<file path="src/rtl/m3_speed_ramp_gen.sv">
// Commutation step sequencer for a sensorless motor drive: walks through the
// electrical steps at a programmable period, ramps the period up/down on
// request once every few electrical rounds, manages a power level and
// performs a controlled slow-down before reversing the rotation direction.
module m3_speed_ramp_gen #(
  parameter int PERIOD_W   = 22,
  parameter int PERIOD_MIN = 40,
  parameter int PERIOD_MAX = 4000000,
  parameter int STEPS      = 12,
  parameter int RATE_SHIFT = 4,
  parameter int ROUND_DIV  = 3,
  parameter int POWER_W    = 10,
  parameter int POWER_MAX  = 1000,
  parameter int POWER_INIT = 100,
  parameter int POWER_STEP = 10
) (
  input  logic                clkI,
  input  logic                rstI,
  input  logic                startI,
  input  logic                forceStopI,
  input  logic                invRotateI,
  input  logic                speedIncI,
  input  logic                speedDecI,
  input  logic                powerIncI,
  input  logic                powerDecI,
  output logic [3:0]          stepO,
  output logic                stepStbO,
  output logic                roundStbO,
  output logic [PERIOD_W-1:0] periodO,
  output logic [POWER_W-1:0]  powerO,
  output logic                dirO,
  output logic [1:0]          stateO
);

  typedef enum logic [1:0] {IDLE = 2'd0, RUN = 2'd1, REVERSE = 2'd2} stateT;
  typedef enum logic [1:0] {REQ_NONE = 2'd0, REQ_INC = 2'd1, REQ_DEC = 2'd2} reqT;

  localparam logic [PERIOD_W-1:0] PMAX      = PERIOD_W'(PERIOD_MAX);
  localparam logic [PERIOD_W-1:0] PMIN      = PERIOD_W'(PERIOD_MIN);
  localparam logic [PERIOD_W:0]   PMAX_X    = (PERIOD_W+1)'(PERIOD_MAX);
  localparam logic [PERIOD_W:0]   PMIN_X    = (PERIOD_W+1)'(PERIOD_MIN);
  localparam logic [3:0]          STEP_LAST = 4'(STEPS - 1);
  localparam logic [7:0]          PRE_INIT  = 8'(ROUND_DIV);
  localparam logic [POWER_W-1:0]  PWR_MAX   = POWER_W'(POWER_MAX);
  localparam logic [POWER_W-1:0]  PWR_INIT  = POWER_W'(POWER_INIT);
  localparam logic [POWER_W-1:0]  PWR_STEP  = POWER_W'(POWER_STEP);
  localparam logic [POWER_W:0]    PWR_MAX_X = (POWER_W+1)'(POWER_MAX);
  localparam logic [POWER_W:0]    PWR_STP_X = (POWER_W+1)'(POWER_STEP);

  stateT               state;
  reqT                 prevReq;
  logic [PERIOD_W-1:0] remain;
  logic [7:0]          prescaler;

  logic                wrap;
  logic [3:0]          stepNext;
  logic [PERIOD_W:0]   periodX;
  logic [PERIOD_W:0]   delta;
  logic [PERIOD_W:0]   upSum;
  logic [PERIOD_W:0]   downDiff;
  logic [PERIOD_W-1:0] periodUp;
  logic [PERIOD_W-1:0] periodDown;
  logic [POWER_W:0]    powerSum;
  logic [POWER_W-1:0]  powerNext;
  reqT                 req;
  stateT               roundState;
  logic [PERIOD_W-1:0] roundPeriod;
  logic [7:0]          roundPresc;
  logic                roundDir;
  reqT                 roundPrev;

  assign stateO = state;

  // Next step / saturated period and power candidates, plus the decision
  // taken at a round boundary (ramp, reversal progress, direction flip).
  always_comb begin
    wrap        = dirO ? (stepO == 4'd0) : (stepO == STEP_LAST);
    stepNext    = dirO ? (wrap ? STEP_LAST : stepO - 4'd1)
                       : (wrap ? 4'd0 : stepO + 4'd1);
    periodX     = {1'b0, periodO};
    delta       = periodX >> RATE_SHIFT;
    if (delta == '0) delta = (PERIOD_W+1)'(1);
    upSum       = periodX + delta;
    periodUp    = (upSum > PMAX_X) ? PMAX : upSum[PERIOD_W-1:0];
    downDiff    = (periodX > delta) ? periodX - delta : '0;
    periodDown  = (downDiff < PMIN_X) ? PMIN : downDiff[PERIOD_W-1:0];

    powerSum    = {1'b0, powerO} + PWR_STP_X;
    powerNext   = powerO;
    if (powerIncI && !powerDecI)
      powerNext = (powerSum > PWR_MAX_X) ? PWR_MAX : powerSum[POWER_W-1:0];
    else if (powerDecI && !powerIncI)
      powerNext = (powerO < PWR_STEP) ? '0 : powerO - PWR_STEP;

    req         = REQ_NONE;
    if (speedIncI && !speedDecI) req = REQ_INC;
    else if (speedDecI && !speedIncI) req = REQ_DEC;

    roundState  = state;
    roundPeriod = periodO;
    roundPresc  = prescaler;
    roundDir    = dirO;
    roundPrev   = prevReq;
    case (state)
      RUN: begin
        if (invRotateI != dirO) begin
          roundState = REVERSE;
          roundPrev  = REQ_NONE;
        end else begin
          roundPrev = req;
          if (req == REQ_NONE ||
              (req == REQ_INC && prevReq == REQ_DEC) ||
              (req == REQ_DEC && prevReq == REQ_INC)) begin
            roundPresc = PRE_INIT;
          end else if (prescaler == 8'd0) begin
            roundPresc  = PRE_INIT;
            roundPeriod = (req == REQ_INC) ? periodDown : periodUp;
          end else begin
            roundPresc = prescaler - 8'd1;
          end
        end
      end
      REVERSE: begin
        roundPrev = REQ_NONE;
        if (invRotateI == dirO) begin
          roundState = RUN;
          roundPresc = PRE_INIT;
        end else if (periodO == PMAX) begin
          roundState = RUN;
          roundPresc = PRE_INIT;
          roundDir   = invRotateI;
        end else begin
          roundPeriod = periodUp;
        end
      end
      default: ;
    endcase
  end

  // Main sequencer: stop/idle handling, per-clock step countdown and the
  // registered round-boundary updates.
  always_ff @(posedge clkI) begin
    if (rstI) begin
      state     <= IDLE;
      stepO     <= 4'd0;
      stepStbO  <= 1'b0;
      roundStbO <= 1'b0;
      periodO   <= PMAX;
      remain    <= PMAX;
      prescaler <= PRE_INIT;
      prevReq   <= REQ_NONE;
      powerO    <= PWR_INIT;
      dirO      <= 1'b0;
    end else if (!startI || forceStopI) begin
      state     <= IDLE;
      stepO     <= 4'd0;
      stepStbO  <= 1'b0;
      roundStbO <= 1'b0;
      periodO   <= PMAX;
      remain    <= PMAX;
      prescaler <= PRE_INIT;
      prevReq   <= REQ_NONE;
      if (state == IDLE) dirO <= invRotateI;
    end else if (state == IDLE) begin
      state     <= RUN;
      dirO      <= invRotateI;
      remain    <= PMAX;
      stepStbO  <= 1'b0;
      roundStbO <= 1'b0;
    end else begin
      stepStbO  <= 1'b0;
      roundStbO <= 1'b0;
      if (remain == PERIOD_W'(1)) begin
        stepStbO <= 1'b1;
        stepO    <= stepNext;
        if (wrap) begin
          roundStbO <= 1'b1;
          state     <= roundState;
          periodO   <= roundPeriod;
          prescaler <= roundPresc;
          dirO      <= roundDir;
          prevReq   <= roundPrev;
          powerO    <= powerNext;
          remain    <= roundPeriod;
        end else begin
          remain <= periodO;
        end
      end else begin
        remain <= remain - PERIOD_W'(1);
      end
    end
  end

endmodule

</file>
<file path="config.mk">
export PLATFORM = sky130hd
export DESIGN_NAME = m3_speed_ramp_gen
export DESIGN_NICKNAME = d
export VERILOG_FILES = /design/src/rtl/m3_speed_ramp_gen.sv
export SDC_FILE = /design/constraint.sdc
export NUM_CORES = 1
export LEC_CHECK = 0
export BUFFER_PORTS_ARGS = -buffer_cell sky130_fd_sc_hd__buf_2
export CAP_MARGIN = 20
export CORE_UTILIZATION = 50
export CTS_CLUSTER_DIAMETER = 80
export DETAILED_ROUTE_END_ITERATION = 6
export PLACE_DENSITY = 0.7
export SLEW_MARGIN = 0
export SYNTH_ARGS = -nofsm -noshare
export SYNTH_HDL_FRONTEND = slang
export SYNTH_SLANG_ARGS = --single-unit
</file>
<file path="constraint.sdc">
create_clock -name clkI -period 3.7 [get_ports clkI]
set_input_delay 0.37 -clock clkI [delete_from_list [all_inputs] [get_ports clkI]]
set_output_delay 0.37 -clock clkI [all_outputs]
set_load 0.02 [all_outputs]
</file>
==> metrics <==
Longest Clk Path Bufs 2; ratio of cells with drive above 1 in the final layout 34.43%; actual slew at the worst max-slew pin 0.7566 ns; hold slack 0.3190 ns; Setup Total Neg Slack -6.720 ns; synth warn 0; initial antenna violation count 0; Finished Core Util 72.24%; vias after detailed routing 9356; Max VDD drop 0.2067 mV; Placement Setup Slack -0.6363 ns; # IOs 50; WL/cell 21.19 µm; dpl hpwl 21.52 mm; most used flip-flop cell after synthesis dfxtp_1; crit path capture type flop; Post-synth EDFFs 0; Synth async-reset ratio 0%; Buffers & Inverters on Critical Path 4; Syn Nets 1105; Seq cells post-synth 72; violated checks DRC, setup timing; Avg Cell Area, Syn 7.112 µm²; aggregate global routing overflow 0; RSZ-0062 raised after global routing true; die height 123.6 µm; WS Path Type reg2reg; Site Rows 44; CP Launch Type flop; PwrDens 174.2 mW/mm²; Slew HR 49.56%; root buf cell clkbuf_16; CTS Sinks 72; period utilization 108.1%; first-pass GRT wire length 43.99 mm; maxcap violations 0; RD Place Congestion 1.026; fin. max-slew vios 0; Die W 123.6 µm; Core Footprint 0.01448 mm²; Layout area overhead 41.55%; Syn Inst Count 1039; htree depth 3; Leakage 4.427 nW; DR pass1 iterations 7; CTS tree yes; crit path max fanout 6; worst min path class in2reg; library cells used by synthesis 80; largest net degree at the start of global routing 19; GRT Util Overall 37.78%; full die area 0.01527 mm²; Worst Path Arrival 4.21 ns; Vias/cell 6.529; Setup violations, final 38; Final min period 4.001 ns; FMAX 250.0 MHz; clk slew on worst S/H paths 0.06 ns; # diodes 0; crit path cell chain nor4_2 > nand3_1 > o21bai_4 > buf_6 > ha_4 > fa_2 > nor2b_4 > o211ai_1 > buf_4 > a21boi_2 > buf_4 > o211a_1 > nor4_1 > o211ai_1 > buf_4 > nor3_4 > o211ai_1 > a221oi_2 > o21ai_1; Worst Path Required 3.91 ns; Power, Total 1.822 mW; vias in the first global route 8516; DRC viols 1; critical path's top delay family compound AO/OA/AOI/OAI gates; Worst path slowest cell dfxtp_1; max incr delay on CP 0.36 ns; Hold Vio Cnt, Final 0; sequential-to-total area share from yosys stat 19.51%; final setup margin -0.3005 ns; Final ANT Viol Nets 0; Starting Density 51.04%; WL final 30.36 mm; clock latency on the worst-skew pair 0.34 ns; highest-count cells in the layout ignoring fill and taps buf_4, nor2_1, nand2_1; DRT iter0 DRCs 1025; CTS buffer count 9; status finished with violations; most common cell after layout, fill and taps aside buf_4; Final #Nets 1310; Netlist Area Pre-Place 0.007390 mm²; number of buffers added on ports 48; Worst Clk Skew 0.006888 ns
-- worst paths after layout --
| check | start | endpoint | slack [ns] | cells after the start |
|---|---|---|---|---|
| setup / recovery | periodO[7] | periodO[7] | -0.30 | 19 |
| hold / removal | invRotateI | dirO | 0.32 | 3 |
| setup reg to reg | periodO[7] | periodO[7] | -0.30 | 19 |
| hold reg to reg | prevReq[0] | prevReq[0] | 0.50 | 2 |
-- area by class of cell --
type                    instances  area [µm²]
clock inverters                 5       80.08
repair buffers                265        1964
fillers                      1116        4019
clock buffers                  11       242.7
well taps                     184       230.2
multi-input cells             846        6295
flip-flops and latches         72        1460
inverters                      50       187.7
-- cells in the mapped netlist, types with 4 or more instances --
cell	count	share of area, %
a2111oi_0	5	0.59
a211oi_1	18	1.8
a21o_1	11	1.1
a21oi_1	83	5.6
a221oi_1	7	0.83
a22oi_1	11	1.1
a311oi_1	6	0.71
a31oi_1	16	1.4
a32oi_1	5	0.59
and2_1	9	0.76
and3_1	7	0.59
and4_1	5	0.59
buf_2	9	0.61
clkbuf_1	59	3.0
dfxtp_1	72	20
ha_1	55	9.3
inv_1	49	2.5
mux2i_1	6	0.81
nand2_1	79	4.0
nand2b_1	25	2.1
nand3_1	30	2.0
nand3b_1	10	1.0
nand4_1	9	0.76
nor2_1	102	5.2
nor2b_1	14	1.2
nor3_1	34	2.3
nor3b_1	7	0.71
nor4_1	23	1.9
o2111ai_1	4	0.47
o211a_1	5	0.68
o211ai_1	17	1.7
o21a_1	5	0.51
o21ai_0	74	5.0
o21bai_1	6	0.61
o22ai_1	13	1.1
o31ai_1	9	0.91
or2_2	11	0.93
or3_1	9	0.76
or4_1	6	0.61
xnor2_1	37	4.4
xor2_1	17	2.0
-- worst min-delay path: cells and delay by family --
kind | cells | cell delay (ns)
buffers and inverters | 1 | 0.12
multiplexers | 1 | 0.07
AND/OR/NAND/NOR | 1 | 0.07
-- state kept, by name (all words and copies together) (netlist names) --
register   flops
powerO         9
roundStbO      1
prescaler      8
stepStbO       1
stateO         2
dirO           1
remain        22
periodO       22
stepO          4
prevReq        2
-- metal layers --
layer / routed length [µm] / vias up / GRT usage (%)
met4: 2296 / 0 / 23.95
met2: 13550 / 629 / 61.21
met3: 3141 / 213 / 6.868
met1: 11370 / 4297 / 46.15
li1: - / 4217 / -
met5: 0 / - / 0
-- cells by family after synthesis --
family / Yosys count / synth area share [%]
compound gates: 334 / 29.50
xor+xnor: 54 / 6.400
flops: 72 / 19.51
mux: 7 / 0.9651
buf+inv: 121 / 6.349
other cells: 1 / 0.05075
simple gates: 393 / 27.38
fa+ha+maj: 57 / 9.854
-- metrics by stage --
stage                     instances  area [µm²]
final                          1433       10460
after global routing           1433       10460
after CTS                      1414        9893
after detailed placement       1378        8939
after global placement         1378        8939
after floorplan                1039        7423
-- repair_timing --
item / in CTS / in global routing
setup endpoints to repair: 40 / 48
pin swaps: 51 / 70
endpoints found under the hold margin: 0 / 0
gates resized for setup: 114 / 80
hold buffers: 0 / 0
setup buffers: 27 / 22
-- where the power goes --
group / internal, mW / switching (mW) / total (mW)
clock network: 0.608 / 0.347 / 0.954
logic: 0.0282 / 0.0592 / 0.0874
registers: 0.777 / 0.00362 / 0.781
total: 1.41 / 0.409 / 1.82
(Power assumes the default switching activity.)
